File: src/rtl/mem_access_ctrl.sv
// Memory-stage load/store controller.
// Accepts the M-stage access, drives a req/ack data-memory port with aligned
// byte enables and lane-replicated store data, and returns the extended load
// result. stallM holds the pipeline while an access is outstanding.
module mem_access_ctrl #(
    parameter int XLEN    = 32,
    parameter int TIMEOUT = 16
) (
    input  logic            clk,
    input  logic            reset,
    input  logic            memreadM,
    input  logic            memwriteM,
    input  logic [XLEN-1:0] addrM,
    input  logic [XLEN-1:0] wdataM,
    input  logic [1:0]      swhbM,
    input  logic            lunsignedM,
    output logic            stallM,
    output logic [XLEN-1:0] rdataM,
    output logic            misalign_err,
    output logic            bus_err,
    output logic            dmem_req,
    output logic            dmem_we,
    output logic [XLEN-1:0] dmem_addr,
    output logic [3:0]      dmem_be,
    output logic [XLEN-1:0] dmem_wdata,
    input  logic            dmem_ack,
    input  logic [XLEN-1:0] dmem_rdata
);

    // Counter just wide enough to reach TIMEOUT-1.
    localparam int CW = (TIMEOUT > 1) ? $clog2(TIMEOUT) : 1;

    typedef enum logic [1:0] {
        IDLE = 2'd0,
        REQ  = 2'd1,
        DONE = 2'd2
    } state_t;

    state_t state_reg, state_next;

    // Registered copy of the access, held stable for the whole request.
    logic [XLEN-1:0] addr_reg;
    logic [3:0]      be_reg;
    logic            we_reg;
    logic [XLEN-1:0] wdata_reg;
    logic [1:0]      offset_reg;
    logic            half_reg;
    logic            byte_reg;
    logic            unsigned_reg;
    logic [XLEN-1:0] rdata_reg;
    logic            timed_out_reg;
    logic [CW-1:0]   count_reg;

    // Size decode: 10 half, 11 byte, anything else is a word.
    logic is_half, is_byte, is_word;
    logic access, misaligned;
    assign is_half    = (swhbM == 2'b10);
    assign is_byte    = (swhbM == 2'b11);
    assign is_word    = ~is_half & ~is_byte;
    assign access     = memreadM | memwriteM;
    assign misaligned = (is_half & addrM[0]) | (is_word & (addrM[1:0] != 2'b00));

    // Per-lane byte enable and store data replication.
    logic [3:0]      be_dec;
    logic [XLEN-1:0] wdata_dec;
    genvar gi;
    generate
        for (gi = 0; gi < 4; gi++) begin : g_lane
            localparam logic [1:0] LANE = 2'(gi);
            assign be_dec[gi] = is_byte ? (addrM[1:0] == LANE) :
                                is_half ? (addrM[1] == LANE[1]) : 1'b1;
            assign wdata_dec[8*gi +: 8] = is_byte ? wdataM[7:0] :
                                          is_half ? wdataM[8*(gi%2) +: 8] :
                                                    wdataM[8*gi +: 8];
        end
    endgenerate

    // Timeout detection; TIMEOUT of zero disables it entirely.
    logic timeout_hit;
    generate
        if (TIMEOUT > 0) begin : g_timeout
            assign timeout_hit = (count_reg == CW'(TIMEOUT - 1));
        end else begin : g_no_timeout
            assign timeout_hit = 1'b0;
        end
    endgenerate

    // Lane extraction and sign/zero extension of the returned word.
    logic [7:0]      lane_b;
    logic [15:0]     lane_h;
    logic [XLEN-1:0] load_ext;
    always_comb begin
        lane_b   = dmem_rdata[{offset_reg, 3'b000} +: 8];
        lane_h   = offset_reg[1] ? dmem_rdata[31:16] : dmem_rdata[15:0];
        load_ext = dmem_rdata;
        if (byte_reg) begin
            load_ext = {{(XLEN-8){~unsigned_reg & lane_b[7]}}, lane_b};
        end else if (half_reg) begin
            load_ext = {{(XLEN-16){~unsigned_reg & lane_h[15]}}, lane_h};
        end
    end

    // State register.
    always_ff @(posedge clk) begin
        if (reset) begin
            state_reg <= IDLE;
        end else begin
            state_reg <= state_next;
        end
    end

    // Next-state, stall and misalignment decode.
    always_comb begin
        state_next   = state_reg;
        stallM       = 1'b0;
        misalign_err = 1'b0;
        case (state_reg)
            IDLE: begin
                if (access && !reset) begin
                    if (misaligned) begin
                        misalign_err = 1'b1;
                    end else begin
                        stallM     = 1'b1;
                        state_next = REQ;
                    end
                end
            end
            REQ: begin
                stallM = ~reset;
                if (dmem_ack || timeout_hit) begin
                    state_next = DONE;
                end
            end
            DONE: begin
                state_next = IDLE;
            end
            default: begin
                state_next = IDLE;
            end
        endcase
    end

    // Capture the access on entry to REQ, count wait cycles, latch the result.
    always_ff @(posedge clk) begin
        if (reset) begin
            addr_reg      <= '0;
            be_reg        <= '0;
            we_reg        <= 1'b0;
            wdata_reg     <= '0;
            offset_reg    <= '0;
            half_reg      <= 1'b0;
            byte_reg      <= 1'b0;
            unsigned_reg  <= 1'b0;
            rdata_reg     <= '0;
            timed_out_reg <= 1'b0;
            count_reg     <= '0;
        end else begin
            case (state_reg)
                IDLE: begin
                    if (access && !misaligned) begin
                        addr_reg      <= {addrM[XLEN-1:2], 2'b00};
                        be_reg        <= be_dec;
                        we_reg        <= memwriteM;
                        wdata_reg     <= memwriteM ? wdata_dec : '0;
                        offset_reg    <= addrM[1:0];
                        half_reg      <= is_half;
                        byte_reg      <= is_byte;
                        unsigned_reg  <= lunsignedM;
                        rdata_reg     <= '0;
                        timed_out_reg <= 1'b0;
                        count_reg     <= '0;
                    end
                end
                REQ: begin
                    count_reg <= count_reg + CW'(1);
                    if (dmem_ack) begin
                        rdata_reg <= we_reg ? '0 : load_ext;
                    end else if (timeout_hit) begin
                        rdata_reg     <= '0;
                        timed_out_reg <= 1'b1;
                    end
                end
                default: begin
                end
            endcase
        end
    end

    // Memory port is only driven while a request is outstanding.
    assign dmem_req   = (state_reg == REQ);
    assign dmem_we    = dmem_req & we_reg;
    assign dmem_addr  = dmem_req ? addr_reg  : '0;
    assign dmem_be    = dmem_req ? be_reg    : 4'b0000;
    assign dmem_wdata = dmem_req ? wdata_reg : '0;

    // Result and bus error are presented only in the retire cycle.
    assign rdataM  = (state_reg == DONE) ? rdata_reg : '0;
    assign bus_err = (state_reg == DONE) & timed_out_reg;

endmodule
File: config.mk
export PLATFORM = sky130hd
export DESIGN_NAME = mem_access_ctrl
export DESIGN_NICKNAME = d
export VERILOG_FILES = /design/src/rtl/mem_access_ctrl.sv
export SDC_FILE = /design/constraint.sdc
export NUM_CORES = 1
export LEC_CHECK = 0
export CAP_MARGIN = 20
export CORE_MARGIN = 1
export CORE_UTILIZATION = 44
export CTS_CLUSTER_SIZE = 16
export DETAILED_ROUTE_END_ITERATION = 6
export PLACE_DENSITY = 0.81
export SETUP_SLACK_MARGIN = 0.1
export SYNTH_ARGS = -nofsm -noshare
export SYNTH_HDL_FRONTEND = slang
export SYNTH_SLANG_ARGS = --single-unit
File: constraint.sdc
create_clock -name clk -period 2.34 [get_ports clk]
set_clock_uncertainty 0.15 [all_clocks]
set_input_delay 0.468 -clock clk [delete_from_list [all_inputs] [get_ports clk]]
set_output_delay 0.468 -clock clk [all_outputs]
set_load 0.03 [all_outputs]
== Word-level counts from Yosys, hierarchy flattened ==
Cells that the tools add are included.

* Register bits: 111
* Input bits: 104

* Muxes and demuxes: 40
* Equal/unequal tests: 15
* Add/sub/neg operators: 1
* Bitwise operators: 14
* Shifts and indexed selects: 1
* Reductions and logical operators: 14

{| class="wikitable"
|+ Operator list
! kind !! count
|-
| two-way mux 32 bit || 10
|-
| case mux 32 bit (2 select lines) || 1
|-
| two-way mux 8 bit || 5
|-
| indexed part select 32 x 6 -> 8 bit || 1
|-
| two-way mux 16 bit || 1
|-
| two-way mux 1 bit || 14
|-
| equality test 2 bit, second input constant || 5
|-
| two-way mux 4 bit || 2
|-
| inequality test 2 bit, second input constant || 4
|-
| case mux 4 bit (2 select lines) || 1
|-
| AND 1 bit || 7
|-
| two-way mux 2 bit || 3
|-
| AND reduction 3 bit || 2
|-
| inverter 1 bit || 5
|-
| adder 4 x 1 -> 4 bit, second input constant || 1
|-
| equality test 2 x 1 -> 1 bit, second input constant || 2
|-
| equality test 4 bit, second input constant || 1
|-
| zero test 2 bit || 2
|-
| inequality test 2 x 1 -> 1 bit, second input constant || 2
|-
| case mux 1 bit (2 select lines) || 2
|-
| case mux 2 bit (2 select lines) || 1
|-
| AND reduction 2 bit || 2
|-
| AND reduction 4 bit || 1
|-
| nonzero test 2 bit || 2
|-
| 5 further kinds || 8
|}

== Depth between registers and ports, before layout ==
Gate-level depths: netlist of run 1.

* Depth after elaboration: 9
* Gate-level depth with buffers: 7
* Mapped depth without buffers: 5

== Least setup slack after synthesis of run 1 ==
OpenSTA, ideal clock, no wires.

* Path kind: input to output
* From: input swhbM[0]
* To: output stallM
* Cell stages on the path: 5
* Required time: 1.722 ns
* Slack: -0.438 ns
* Path buffers: 2
* Arrival: 2.160 ns
* Path through: nand2_1 > buf_2 > a2111o_1 > clkbuf_1 > a21boi_0

* Cells in the longest elaborated chain, start to end: 8
* Elaborated cells on any way between the ends: 11
* Those cells by class: 2 x eq/ne; 3 x mux; 6 x bitwise

{| class="wikitable"
|+ RTL lines
! item !! line !! text
|-
| start, declared || 15 || <nowiki>input logic [1:0] swhbM,</nowiki>
|-
| equality test 2 bit, on equally long branches || 57, 58 ||
|-
| inverter 1 bit || 59 || <nowiki>assign is_word = ~is_half & ~is_byte;</nowiki>
|-
| AND 1 bit || 59 ||
|-
| AND 1 bit || 61 || <nowiki>assign misaligned = (is_half & addrM[0]) | (is_word & (addrM[1:0] != 2'b00));</nowiki>
|-
| OR 1 bit * || 61 ||
|-
| two-way mux 1 bit * || 120 || <nowiki>if (misaligned) begin</nowiki>
|-
| two-way mux 1 bit * || 119 || <nowiki>if (access && !reset) begin</nowiki>
|-
| case mux 1 bit (2 select lines) * || 117 || <nowiki>case (state_reg)</nowiki>
|-
| end, declared || 17 || <nowiki>output logic stallM,</nowiki>
|}

Every way passes the cells marked *; elsewhere a longest branch is shown, timed or not.

== Final worst setup path of run 1 ==
* From: register state_reg[1]
* To: output dmem_addr[21]

* Cells in the longest elaborated chain, start to end: 2

{| class="wikitable"
|+ RTL lines
! item !! line !! text
|-
| start, declared || 39 || <nowiki>state_t state_reg, state_next;</nowiki>
|-
| start signal, assigned || 108 || <nowiki>state_reg <= state_next;</nowiki>
|-
| equality test 2 x 1 -> 1 bit || 190 || <nowiki>assign dmem_req = (state_reg == REQ);</nowiki>
|-
| two-way mux 32 bit || 192 || <nowiki>assign dmem_addr = dmem_req ? addr_reg : '0;</nowiki>
|-
| end, declared || 23 || <nowiki>output logic [XLEN-1:0] dmem_addr,</nowiki>
|}

No other way between the ends.

==> results of run 1 <==
cell usage in the layout, fill, tap and decap left out, types with 2 or more instances in the layout:
cell / count
conb_1: 2
nand3b_1: 2
buf_12: 14
buf_6: 3
nor2_1: 18
dfxtp_4: 2
and4b_1: 2
dfxtp_1: 109
nand2_1: 83
mux4_2: 8
clkbuf_16: 10
and3_1: 8
a21oi_1: 63
bufinv_16: 2
and2_1: 100
a22o_1: 24
buf_4: 120
clkdlybuf4s50_1: 96
dlygate4sd2_1: 5
a211oi_1: 13
clkinvlp_4: 2
nand3_1: 3
nor3_1: 4
clkinv_2: 2
o2bb2ai_1: 40
o21ai_0: 10
inv_1: 5
mux2i_1: 33
per-layer routing:
metal / track usage / vias to the layer above / wire (um)
li1: - / 2530 / -
met1: 0.317 / 2477 / 6670
met2: 0.418 / 224 / 7720
met3: 0.0643 / 26 / 1250
met4: 0.0933 / 0 / 304
met5: 0 / - / 0
worst min-delay path by stage:
| stage | startpoint | end | depth (start not counted) |
|---|---|---|---|
| 6_report | addr_reg[7] | addr_reg[7] | 2 |
| 5_1_grt | addr_reg[3] | addr_reg[3] | 2 |
| 4_1_cts | addr_reg[7] | addr_reg[7] | 2 |
| 3_5_place_dp | wdata_reg[23] | wdata_reg[23] | 1 |
| 3_3_place_gp | wdata_reg[15] | wdata_reg[15] | 1 |
| 2_1_floorplan | rdata_reg[10] | rdata_reg[10] | 1 |
stage by stage:
| step | utilization | power [mW] | instance area [um^2] | setup WS, ns | hold WS, ns |
|---|---|---|---|---|---|
| after floorplan | - | 2.51 | 5340 | -0.214 | 0.274 |
| after global placement | 0.647 | 2.90 | 7510 | -0.154 | 0.288 |
| after detailed placement | 0.647 | 2.92 | 7510 | -0.227 | 0.290 |
| after CTS | 0.677 | 4.54 | 7870 | 0.0822 | 0.303 |
| after global routing | 0.684 | 4.73 | 7950 | 0.0946 | 0.320 |
| final | 0.684 | 4.54 | 7950 | 0.160 | 0.299 |
cell families (layout without fill, tap and decap cells):
| kind of cell | count (synthesis) | after routing |
|---|---|---|
| and+or+nand+nor | 230 | 230 |
| AOI/OAI and AO/OA | 162 | 162 |
| DFF | 111 | 111 |
| buffers and inverters | 59 | 264 |
| muxes | 42 | 42 |
| adders and majority gates | 1 | 1 |
| other | 1 | 3 |
power by group through the flow:
stage	Clock (mW)	Combinational, mW	Sequential (mW)
6_report	1.63	0.870	2.05
5_1_grt	1.73	0.936	2.06
4_1_cts	1.65	0.845	2.05
3_5_place_dp	0	0.832	2.09
3_3_place_gp	0	0.811	2.08
2_1_floorplan	0	0.446	2.07
repair_timing:
action,in CTS,in global routing
gates resized for setup,19,15
pin swaps,4,3
endpoints found under the setup margin,103,102
hold endpoints to repair,0,0
setup buffers,1,0
gates cloned,0,1
tightest hold or removal path, delay by kind of cell, from the launching register on:
kind,cells,cell delay (ns)
DFF,1,0.31
AOI/OAI and AO/OA,1,0.05
and+or+nand+nor,1,0.05
layout make-up:
cell class              count  area [um^2]  area share
clock buffers              10          229      0.0288
clock inverters             6         85.1      0.0107
well taps                 143          179      0.0225
inverters                   6         25.0     0.00315
repair buffers            242         2270       0.286
flip-flops and latches    111         2230       0.281
multi-input cells         437         2930       0.368
diodes                      1         2.50    0.000315
==> flow_metrics.py, run 1 <==
metrics = {
    "global_routing": {
        "antenna_found_initial": 1,
        "grt_start_max_net_pins": 40,
        "track_usage": 0.252,
        "grt_pass1_vias": 5196,
        "grt_pass1_wl_um": 25400,
        "grt_overflow": 0,
    },
    "routing": {
        "first_iter_violations": 278,
        "wl_um": 15900,
        "antenna_left": 0,
        "firstDrtPassIters": 7,
        "via_count": 5257,
        "drc_errors": 12,
        "wl_per_cell_um": 16.7,
        "via_per_inst": 5.50,
    },
    "worst_setup_path": {
        "cp.depth": 5,
        "crit_buf_inv": 3,
        "critPathKind": "reg2out",
        "cp.arrival_ns": 1.56,
        "reg2reg_from": "state_reg[0]",
        "cp_cell_sequence": "nand2b_4 -> inv_4 -> buf_12 -> and2_1 -> buf_4",
        "path_max_fanout": 37,
        "max_stage_delay_ns": 0.38,
        "critPathLaunchType": "flop",
        "reg2reg_depth": 7,
        "r2r_slack_ns": 0.39,
        "critical-path-slowest-cell": "dfxtp_4",
        "cp_top_family": "buffers and inverters",
        "cp-endpoint": "dmem_addr[21]",
        "required_ns": 1.72,
        "end_kind": "output pin",
        "rr_endpoint": "rdata_reg[30]",
        "cp-startpoint": "state_reg[1]",
    },
    "floorplanning": {
        "die_h_um": 112,
        "pin_count": 209,
        "fp-row-count": 39,
        "core_mm2": 0.0116,
        "dieWidth_um": 112,
        "die_area_mm2": 0.0125,
        "start_util": 0.459,
    },
    "logic_synthesis": {
        "synth_edf_count": 0,
        "synth_top_area_frac": 0.417,
        "synth-xor-area-share": 0,
        "yosysUniqueCellTypes": 41,
        "synthCells": 606,
        "ys_ff_latch": 111,
        "synth_top_family_by_area": "simple AND/OR/NAND/NOR gates",
        "synth.yosys.warnings": 0,
        "synthAdderAreaFrac": 0.00235,
        "synth_area_leaders": "dfxtp_1 42%, and2_1 12%, o2bb2ai_1 6.6%",
        "synth_ff_type": "dfxtp_1",
        "avgSynthCellArea_um2": 8.79,
        "synth_commonest_cells": "111 x dfxtp_1, 100 x and2_1, 83 x nand2_1",
        "async_reset_ff_frac": 0,
        "yosysMostFrequentCell": "dfxtp_1",
        "synth_compound_area_frac": 0.214,
        "synth-seq-area-share": 0.417,
        "synthMuxAreaShare": 0.0980,
        "synthSimpleGateAreaFrac": 0.223,
        "synth_top_cell_by_area": "dfxtp_1",
        "syn-cell-area_mm2": 0.00533,
    },
    "timing": {
        "fin_crit_ns": 2.18,
        "max_freq_mhz": 459,
        "tns_ns": 0,
        "setup_violations": 0,
        "min_period_over_period": 0.932,
        "finalMaxSlewViolations": 0,
        "hold_violations": 0,
        "rsz0062_at_grt": "yes",
    },
    "power_and_ir_drop": {
        "comb_power_share": 0.191,
        "p_int_mw": 3.36,
        "power.density_mw_per_mm2": 572,
        "peakVddDrop_mv": 0.365,
        "switchingPower_mw": 1.18,
        "seq_power_share": 0.451,
        "power.leakage_nw": 3.40,
        "switching_share": 0.261,
        "clock_power_share": 0.358,
    },
    "cts": {
        "clockBufferDepth": 2,
        "cts-root-buf": "clkbuf_16",
        "clk_pin_slew_ns": 0.08,
        "clock_latency_ns": 0.35,
        "clkSinkCount": 111,
        "cts_tree": "yes",
        "htreeDepth": 3,
        "cts_made_buffers": 9,
        "cts_hold_buf": 0,
    },
    "final_layout": {
        "area_growth_pct": 49.2,
        "final_layout_size_suffix_gt1_frac": 0.222,
        "fill_cells": 888,
        "instances_no_fill": 956,
        "nets": 912,
    },
    "run_status": {
        "status": "finished, violations left",
        "failed_checks": "design-rule violations",
    },
    "min_path": {
        "min_path_type": "reg2reg",
    },
    "flow_run": {
        "drv_cap": 0,
    },
    "place": {
        "gp_congestion": 0.872,
        "io_buffers": 206,
        "dp_cells": 937,
        "dp_hpwl_um": 11400,
    },
}
Note: power is estimated with default switching activity, not from simulation.
==> run 2, diff against run 1 <==
--- a/config.mk
+++ b/config.mk
@@ -10,6 +10,7 @@
 export CORE_UTILIZATION = 44
 export CTS_CLUSTER_SIZE = 16
 export DETAILED_ROUTE_END_ITERATION = 6
+export HOLD_SLACK_MARGIN = 0.06
 export PLACE_DENSITY = 0.81
 export SETUP_SLACK_MARGIN = 0.1
 export SYNTH_ARGS = -nofsm -noshare
==> results of run 2 <==
The final DEF is identical to that of run 1; final timing and power are the same.
==> run 3, diff against run 2 <==
--- a/config.mk
+++ b/config.mk
@@ -6,11 +6,11 @@
 export NUM_CORES = 1
 export LEC_CHECK = 0
 export CAP_MARGIN = 20
-export CORE_MARGIN = 1
 export CORE_UTILIZATION = 44
 export CTS_CLUSTER_SIZE = 16
 export DETAILED_ROUTE_END_ITERATION = 6
 export HOLD_SLACK_MARGIN = 0.06
+export MAX_ROUTING_LAYER = met4
 export PLACE_DENSITY = 0.81
 export SETUP_SLACK_MARGIN = 0.1
 export SYNTH_ARGS = -nofsm -noshare
==> flow_metrics.py, run 3 (synthesis results as in run 1) <==
metrics = {
    "cts": {
        "cts_hold_buf": 0,
        "clock_latency_ns": 0.35,
        "cts_made_buffers": 9,
        "clk_pin_slew_ns": 0.08,
        "cts_tree": "yes",
        "clkSinkCount": 111,
        "cts-root-buf": "clkbuf_16",
        "clockBufferDepth": 2,
        "htreeDepth": 3,
    },
    "final_layout": {
        "area_growth_pct": 49.2,
        "fin_area_mm2": 0.00795,
        "post-route-util": 0.684,
        "nets": 912,
        "final_cell_mix": "120 x buf_4, 109 x dfxtp_1, 100 x and2_1",
        "final_layout_size_suffix_gt1_frac": 0.222,
        "fill_cells": 888,
        "layout_commonest_cell": "buf_4",
        "instances_no_fill": 956,
    },
    "min_path": {
        "min_path_type": "reg2reg",
        "min_path_cells": 2,
        "hp-start": "addr_reg[7]",
        "hold_end": "addr_reg[7]",
    },
    "routing": {
        "wl_per_cell_um": 16.7,
        "via_count": 5257,
        "drc_errors": 12,
        "via_per_inst": 5.50,
        "antenna_left": 0,
        "firstDrtPassIters": 7,
        "wl_um": 16000,
        "first_iter_violations": 323,
    },
    "worst_setup_path": {
        "cp_top_family": "buffers and inverters",
        "reg2reg_from": "state_reg[0]",
        "end_kind": "output pin",
        "critPathLaunchType": "flop",
        "r2r_slack_ns": 0.39,
        "reg2reg_depth": 7,
        "cp.arrival_ns": 1.57,
        "critical-path-slowest-cell": "dfxtp_4",
        "crit_buf_inv": 3,
        "critPathKind": "reg2out",
        "path_max_fanout": 37,
        "cp.depth": 5,
        "required_ns": 1.72,
        "cp_cell_sequence": "nand2b_4 -> inv_4 -> buf_12 -> and2_1 -> buf_4",
        "rr_endpoint": "rdata_reg[30]",
        "max_stage_delay_ns": 0.38,
    },
    "timing": {
        "hold_violations": 0,
        "max_freq_mhz": 458,
        "setup_violations": 0,
        "min_period_over_period": 0.934,
        "fin_crit_ns": 2.18,
        "tns_ns": 0,
        "finalMaxSlewViolations": 0,
        "fin_ws_ns": 0.155,
        "rsz0062_at_grt": "yes",
    },
    "place": {
        "dp_hpwl_um": 11400,
        "place_area_mm2": 0.00751,
        "gp_congestion": 0.887,
        "dp_cells": 937,
        "dpl_worst_slack_ns": -0.227,
        "io_buffers": 206,
    },
    "floorplanning": {
        "fp-row-count": 39,
        "start_util": 0.459,
        "die_h_um": 112,
        "dieWidth_um": 112,
        "die_area_mm2": 0.0125,
        "core_mm2": 0.0116,
        "pin_count": 209,
    },
    "run_status": {
        "failed_checks": "design-rule violations",
        "status": "finished, violations left",
    },
    "flow_run": {
        "drv_cap": 0,
    },
    "global_routing": {
        "grt_overflow": 0,
        "grt_start_max_net_pins": 40,
        "grt_pass1_vias": 5206,
        "track_usage": 0.259,
        "antenna_found_initial": 1,
        "grt_pass1_wl_um": 25400,
    },
    "power_and_ir_drop": {
        "peakVddDrop_mv": 0.360,
        "power.density_mw_per_mm2": 573,
        "power.leakage_nw": 3.40,
    },
}
-- run 3: final cells by class --
| cell class | count | area, um^2 | share of cell area |
|---|---|---|---|
| tap | 143 | 179 | 0.0225 |
| timing repair buffer | 242 | 2270 | 0.286 |
| multi-input combinational | 437 | 2930 | 0.368 |
| inverter | 6 | 25.0 | 0.00315 |
| clock inverter | 6 | 85.1 | 0.0107 |
| antenna | 1 | 2.50 | 0.000315 |
| sequential | 111 | 2230 | 0.281 |
| clock buffer | 10 | 229 | 0.0288 |
-- run 3: metal layers --
metal	GRT usage	wire length [um]	part of all wire	vias to the layer above
li1	-	-	-	2527
met1	0.322	6850	0.43	2475
met2	0.418	7650	0.48	222
met3	0.0529	1120	0.070	33
met4	0.0933	366	0.023	0
met5	-	0	0	-
-- run 3: through the flow --
step	total power, mW	hold slack, ns
detailed placement	2.92	0.290
finish	4.55	0.299
floorplan	2.51	0.274
global route	4.73	0.320
global placement	2.90	0.288
CTS	4.54	0.303
-- run 3: repair_timing --
| action | 4_1_cts | 5_1_grt |
|---|---|---|
| buffers inserted | 1 | 0 |
| endpoints found under the hold margin | 0 | 0 |
| resized for setup | 19 | 15 |
| pin swaps | 4 | 3 |
| setup endpoints to repair | 103 | 102 |
| cloned | 0 | 1 |
-- run 3: how the worst max path moves through the flow --
| stage | start | to | slack, ns |
|---|---|---|---|
| 3_3_place_gp | swhbM[1] | wdata_reg[6] | -0.15 |
| 5_1_grt | state_reg[0] | stallM | 0.1 |
| 2_1_floorplan | swhbM[0] | stallM | -0.21 |
| 3_5_place_dp | swhbM[1] | rdata_reg[30] | -0.23 |
| 4_1_cts | state_reg[1] | dmem_wdata[29] | 0.08 |
| 6_report | state_reg[1] | dmem_addr[21] | 0.16 |
-- run 3: tightest hold or removal path, stage by stage, from the launching register on --
cell,delay [ns]
dfxtp_1,0.31
nand2_1,0.05
a21oi_1,0.05
-- run 3: report_power, final --
part / internal [mW] / switching [mW]
clock network: 0.936 / 0.698
logic: 0.435 / 0.435
registers: 1.99 / 0.0585
